## config.mk

```make
export PLATFORM = sky130hd
export DESIGN_NAME = mux_rr_nch
export DESIGN_NICKNAME = d
export VERILOG_FILES = /design/src/rtl/mux_rr_nch.sv
export SDC_FILE = /design/constraint.sdc
export NUM_CORES = 1
export LEC_CHECK = 0
export BUFFER_PORTS_ARGS = -buffer_cell sky130_fd_sc_hd__buf_4
export CORE_MARGIN = 2
export CORE_UTILIZATION = 38
export DETAILED_ROUTE_END_ITERATION = 12
export HOLD_SLACK_MARGIN = 0.1
export PLACE_DENSITY = 0.82
export SYNTH_ARGS = -nofsm -noshare
export SYNTH_HDL_FRONTEND = slang
export SYNTH_SLANG_ARGS = --single-unit
```

## constraint.sdc

```tcl
create_clock -name CLK -period 2.3 [get_ports CLK]
set_input_delay 0.23 -clock CLK [delete_from_list [all_inputs] [get_ports CLK]]
set_output_delay 0.23 -clock CLK [all_outputs]
set_load 0.1 [all_outputs]
```

## src/rtl/mux_rr_nch.sv

```systemverilog
// mux_rr_nch
// ----------
// Registered NCH-channel, WIDTH-bit multiplexer between several producers
// and one shared consumer. Each input channel and the output carry a
// valid/ready handshake. The channel to forward is chosen either by the
// select input S (MODE=0) or by a round-robin scan over the requesting
// channels (MODE=1). The output register holds one word.
//
// Ports
//   CLK       : clock, rising edge
//   RST_N     : asynchronous active-low reset
//   A         : flattened channel data, channel k = A[k*WIDTH +: WIDTH]
//   VALID_IN  : per-channel request
//   READY_IN  : per-channel accept (combinational, at most one bit high)
//   MODE      : 0 = fixed select by S, 1 = round-robin
//   S         : channel index used when MODE=0
//   Y         : registered output data
//   Y_VALID   : Y holds a valid word
//   Y_READY   : consumer accepts Y this cycle
//   Y_CH      : index of the channel that produced Y
//
// Handshake: a word moves across an interface on a rising edge where both
// its valid and its ready are high. Producers hold data steady while valid
// is high and ready is low. READY_IN depends combinationally on VALID_IN,
// MODE, S, Y_VALID and Y_READY; Y_VALID depends only on registered state,
// so there is no combinational path from VALID_IN to Y_VALID.

module mux_rr_nch #(
    parameter int WIDTH = 8,
    parameter int NCH   = 4,
    parameter int SELW  = 2
) (
    input  logic                 CLK,
    input  logic                 RST_N,
    input  logic [NCH*WIDTH-1:0] A,
    input  logic [NCH-1:0]       VALID_IN,
    output logic [NCH-1:0]       READY_IN,
    input  logic                 MODE,
    input  logic [SELW-1:0]      S,
    output logic [WIDTH-1:0]     Y,
    output logic                 Y_VALID,
    input  logic                 Y_READY,
    output logic [SELW-1:0]      Y_CH
);

    // Round-robin pointer: the channel granted by the most recent MODE=1
    // load. The scan starts one past it, so resetting it to NCH-1 gives
    // channel 0 first priority.
    logic [SELW-1:0]  last;

    logic             grant_valid;
    logic [SELW-1:0]  grant_idx;
    logic [WIDTH-1:0] grant_data;
    logic             load;

    // Grant decision. In MODE=0 an out-of-range S simply matches no channel.
    // In MODE=1 the outer loop walks the scan order last+1 .. last+NCH and
    // the first requesting channel wins; grant_valid blocks later matches.
    always_comb begin
        grant_valid = 1'b0;
        grant_idx   = '0;
        if (!MODE) begin
            for (int k = 0; k < NCH; k++) begin
                if (S == SELW'(k) && VALID_IN[k]) begin
                    grant_valid = 1'b1;
                    grant_idx   = SELW'(k);
                end
            end
        end else begin
            for (int i = 1; i <= NCH; i++) begin
                for (int k = 0; k < NCH; k++) begin
                    if (!grant_valid && VALID_IN[k] &&
                        k == ((int'(last) + i) % NCH)) begin
                        grant_valid = 1'b1;
                        grant_idx   = SELW'(k);
                    end
                end
            end
        end
    end

    // Data of the granted channel.
    always_comb begin
        grant_data = '0;
        for (int k = 0; k < NCH; k++) begin
            if (grant_idx == SELW'(k)) begin
                grant_data = A[k*WIDTH +: WIDTH];
            end
        end
    end

    // Load when the register is empty or being drained this cycle. RST_N
    // gates it so no producer sees an accept while the block is in reset.
    assign load = RST_N && grant_valid && (!Y_VALID || Y_READY);

    always_comb begin
        READY_IN = '0;
        for (int k = 0; k < NCH; k++) begin
            READY_IN[k] = load && (grant_idx == SELW'(k));
        end
    end

    // Output register and round-robin pointer.
    always_ff @(posedge CLK or negedge RST_N) begin
        if (!RST_N) begin
            Y       <= '0;
            Y_VALID <= 1'b0;
            Y_CH    <= '0;
            last    <= SELW'(NCH - 1);
        end else begin
            if (load) begin
                Y       <= grant_data;
                Y_CH    <= grant_idx;
                Y_VALID <= 1'b1;
                if (MODE) begin
                    last <= grant_idx;
                end
            end else if (Y_VALID && Y_READY) begin
                // Drain: Y and Y_CH keep their last values.
                Y_VALID <= 1'b0;
            end
        end
    end

endmodule

```

# Word level (Yosys, flattened, before mapping)
# Cells that the tools add are included.
[classes] n_addsub=4 eq_ne=18 n_mux=61 bitwise_logic=4 n_reduce_logical=71
[ops] operator="logical NOT 32 bit" count=4
[ops] operator="logical AND 1 bit" count=42
[ops] operator="2-to-1 mux 1 bit" count=40
[ops] operator="2-to-1 mux 2 bit" count=17
[ops] operator="2-to-1 mux 8 bit" count=4
[ops] operator="equality test 3 bit, first input constant" count=8
[ops] operator="logical NOT 1 bit" count=16
[ops] operator="equality test 2 x 3 -> 1 bit, first input constant" count=4
[ops] operator="equality test 2 bit, second input constant" count=4
[ops] operator="OR reduction 2 bit" count=4
[ops] operator="adder 2 x 1 -> 2 bit, second input constant" count=2
[ops] operator="adder 2 bit, second input constant" count=2
[ops] operator="AND 1 bit, first input constant" count=4
[ops] operator="equality test 2 x 1 -> 1 bit, second input constant" count=2
[ops] operator="logical NOT 2 bit" count=2
[ops] operator="AND reduction 2 bit" count=1
[ops] operator="nonzero test 2 bit" count=1
[ops] operator="logical OR 1 bit" count=1
[totals] ff_bits=13 input_bits=42 out_inout_bits=15 wordCells=162

# Depth between registers and ports, before layout
[depth] depth_word=87 mapped_depth=6 depth_no_buf=5

# Worst setup path before layout
# Ideal clock, no wire load.
[synth_path] path_type="reg2out" startpoint="reg Y_VALID" endpoint="out READY_IN[0]" arrival_time_ps=3622 slack_ps=-1552 stages_incl_launch_ff=6 path_buffers=1 path_cell_list="dfrtp_1 nand2b_1 o2111a_1 buf_2 inv_1 nor3_1"
[synth_between] elab_chain_cells=4
[synth_lines] item="start: declaration" line="41" text="output logic Y_VALID,"
[synth_lines] item="start signal: assignment" line="107" text="Y_VALID <= 1'b0;"
[synth_lines] item="start signal: assignment" line="114" text="Y_VALID <= 1'b1;"
[synth_lines] item="start signal: assignment" line="120" text="Y_VALID <= 1'b0;"
[synth_lines] item="logical NOT 1 bit" line="94" text="assign load = RST_N && grant_valid && (!Y_VALID || Y_READY);"
[synth_lines] item="logical OR 1 bit" line="94"
[synth_lines] item="logical AND 1 bit" line="94"
[synth_lines] item="logical AND 1 bit" line="99" text="READY_IN[k] = load && (grant_idx == SELW'(k));"
[synth_lines] item="end: declaration" line="37" text="output logic [NCH-1:0] READY_IN,"
# Every way passes these cells.

# Final worst setup path
[layout_path] startpoint="reg last[1]" endpoint="out READY_IN[1]"
[layout_between] elab_chain_cells=85 elab_cells_between_ends=126 classes_between="add/sub: 4; eq/ne: 13; mux: 48; bitwise: 4; reduce/logical: 57"
[layout_lines] item="start: declaration" line="49" text="logic [SELW-1:0] last;"
[layout_lines] item="start signal: assignment" line="109" text="last <= SELW'(NCH - 1);"
[layout_lines] item="start signal: assignment" line="116" text="last <= grant_idx;"
[layout_lines] item="adder 2 x 1 -> 2 bit" line="73" text="k == ((int'(last) + i) % NCH)) begin"
[layout_lines] item="OR reduction 2 bit (no source line)"
[layout_lines] item="AND 1 bit (no source line)"
[layout_lines] item="logical NOT 32 bit" line="73"
[layout_lines] item="logical AND 1 bit" line="72" text="if (!grant_valid && VALID_IN[k] &&"
[layout_lines] item="2-to-1 mux 1 bit" line="72"
[layout_lines] item="2-to-1 mux 1 bit" line="62" text="if (!MODE) begin"
[layout_lines] item="logical NOT 1 bit" line="72"
[layout_lines] item="(+67 left out)"
[layout_lines] item="2-to-1 mux 1 bit" line="72"
[layout_lines] item="2-to-1 mux 1 bit" line="62"
[layout_lines] item="logical NOT 1 bit" line="72"
[layout_lines] item="logical AND 1 bit (2 in series)" line="72"
[layout_lines] item="2-to-1 mux 1 bit" line="72"
[layout_lines] item="2-to-1 mux 1 bit" line="62"
[layout_lines] item="logical AND 1 bit (2 in series)" line="94"
[layout_lines] item="logical AND 1 bit (*)" line="99"
# Every way passes the cells marked *; elsewhere a longest branch is shown, timed or not. The select of a mux whose other input is x is not followed.

==> metrics.yaml <==
max_slew_margin: 0.779
post_synth_most_frequent_cells: "11 x dfrtp_1, 8 x mux2_2, 7 x nand2_1, 5 x mux2_4, 5 x mux4_2"
drt_iter0_drc: 5
max_freq_ghz: 0.448
ys_seq_area_frac: 0.353
vdd_drop_max_mv: 0.892
timing.rr.end: "Y[7]"
first_pass_iters: 4
insertion_delay_ns: 0.28
setup_slack_ns: 0.0673
worst-path-max-fanout: 13
drv_cap: 0
min_from: "Y_READY"
root_buffer: "clkbuf_4"
ff2ff_path_depth: 7
final_hold_viol_count: 0
yosys.area.top_type: "dfrtp_1"
place_hpwl_um: 2070
path_common_cell: "buf_12"
synth_warnings: 0
gp_congestion: 0.852
fin_nets: 182
crit_arrival_ns: 2.00
p_int_uw: 840
clkPwrFrac: 0.079
antennaDiodeCount: 0
pwr-share-seq: 0.218
synth_seq_cells: 13
holdWs_ns: 0.232
boundaryPins: 57
worst_pin_slew_ns: 0.322
powerDensity_mw_per_mm2: 1140
fin_cells: 167
ys_top_cells_by_area: "dfrtp_1 30%, mux4_2 12%, mux2_2 9.7%, mux4_1 8.5%, mux2_4 8.1%"
endpoint_kind: "output pin"
routedWlPerCell_um: 17.4
min_to: "Y_VALID"
coreArea_mm2: 0.00225
dp_cells: 157
track_usage: 0.209
synth_edf_count: 0
max_stage_delay_ns: 0.39
worstPathRequired_ns: 2.07
clk_pin_slew_ns: 0.08
cp_cell_sequence: "buf_4 > nand2b_1 > a21o_1 > a41oi_2 > buf_12 > inv_4 > nor3_4 > buf_12"
grt_overflow: 0
synth_top_area_frac: 0.296
critPathBufInv: 4
grt_pass1_wl_um: 4240
comb_power_share: 0.703
setup_tns_ns: 0
areaGrowthSynthToFinish_pct: 73.8
hp-class: "input port to register"
p_leak_nw: 0.737
h-tree-depth: 1
tritoncts: "built"
grt_pass1_vias: 980
core.rowCount: 17
reg2reg_from: "last[1]"
synth_cell_type_count: 27
die_area_mm2: 0.00286
syn_area_um2: 930
synthCells: 73
initial_core_util: 0.412
synthArstFlopShare: 1.00
critPathLaunchType: "register"
syn_avg_cell_area_um2: 12.7
drt_wl_total_um: 2900
status: "finished clean"
numClockSinks: 13
critPathKind: "register to output pin"
cts_inserted_buffers: 3
dp_slack_ns: 0.104
viasPerCell: 5.63
post-route-drc-count: 0
fin_crit_sh: 0.971
rrSetupSlack_ns: 0.09
clockBufferDepth: 2
ant_nets: 0
total_switching_power_uw: 998
dieWidth_um: 53.5
vias: 941
skew_ns: 0.00313
rsz0062_at_grt: "yes"
drive_above_1_share: 0.719
crit_family: "buffers and inverters"
slew_violations: 0
period_minus_slack_ns: 2.23
swShare: 0.543
crit_slowest_cell: "dfstp_2"
hold_depth: 3
setup_viol: 0
grt_start_max_net_pins: 15
yosysMostFrequentCell: "dfrtp_1"
fp.dieH_um: 53.5
synthFlopType: "dfrtp_1"
synth_nets: 115
numPortBuffers: 56
antenna_found_initial: 0
-- through the flow --
| stage | power [mW] | area (um2) | utilization |
|---|---|---|---|
| 3_5_place_dp | 1.61 | 1470 | 0.650 |
| 3_3_place_gp | 1.58 | 1470 | 0.650 |
| 6_report | 1.84 | 1620 | 0.716 |
| 4_1_cts | 1.81 | 1580 | 0.699 |
| 2_1_floorplan | 1.32 | 990 | - |
| 5_1_grt | 1.91 | 1620 | 0.716 |
-- final cells by class --
class | count | area (um2)
fillers | 150 | 639
well taps | 28 | 35.0
inverters | 3 | 13.8
multi-input cells | 54 | 639
flip-flops and latches | 13 | 332
clock buffers | 4 | 26.3
repair buffers | 65 | 569
-- flip-flops by register name, summed over array words and instances, names as in the netlist --
signal / count
Y_CH: 2
Y: 8
last: 2
Y_VALID: 1
-- worst min-delay path: stages --
cell and delay (ns):
buf_4 0.07, nand2b_1 0.12, nand2_1 0.06
-- layer usage --
layer / track usage / up-vias / routed length, um
met1: 0.193 / 456 / 869
li1: - / 418 / -
met5: 0 / - / 0
met3: 0.0424 / 17 / 161
met4: 0.0812 / 0 / 129
met2: 0.428 / 50 / 1740
-- worst max-delay path by stage --
stage	slack, ns	end	cells after the start	start
final	0.07	READY_IN[1]	8	last[1]
after global routing	-0.02	READY_IN[1]	7	last[0]
after CTS	0.006	READY_IN[3]	7	last[1]
after detailed placement	0.10	Y[6]	6	last[1]
after global placement	0.16	Y[6]	6	last[1]
after floorplan	-0.06	READY_IN[1]	6	last[1]
-- power groups by stage --
stage | Combinational, mW | Clock, mW | Sequential, mW
finish | 1.29 | 0.146 | 0.400
global route | 1.34 | 0.159 | 0.411
CTS | 1.27 | 0.147 | 0.397
detailed placement | 1.20 | 0 | 0.409
global placement | 1.18 | 0 | 0.401
floorplan | 0.368 | 0 | 0.950
-- cells by family after synthesis --
family	synth area share
compound gates	0.0942
buf+inv	0.0350
simple gates	0.102
flops	0.353
mux	0.416
-- what timing repair did --
item	4_1_cts	5_1_grt
hold buffers	1	0
buffers inserted	4	1
gates resized for setup	6	8
endpoints found under the setup margin	2	4
endpoints found under the hold margin	13	0
pin swaps	0	2
-- placed cells by master (no fill, tap or decap), drive strengths merged --
master / n
a21boi: 1
a21o: 1
a21oi: 1
a41oi: 1
and3b: 1
buf: 64
clkbuf: 4
dfrtp: 11
dfstp: 2
dlygate4sd3: 1
inv: 3
mux2: 13
mux2i: 3
mux4: 8
nand2: 7
nand2b: 3
nand3: 1
nor2: 4
nor2b: 1
nor3: 3
o2111a: 1
o21ai: 2
o221ai: 1
o22ai: 1
o32ai: 1
No activity file was read; power rests on OpenSTA's default activity.
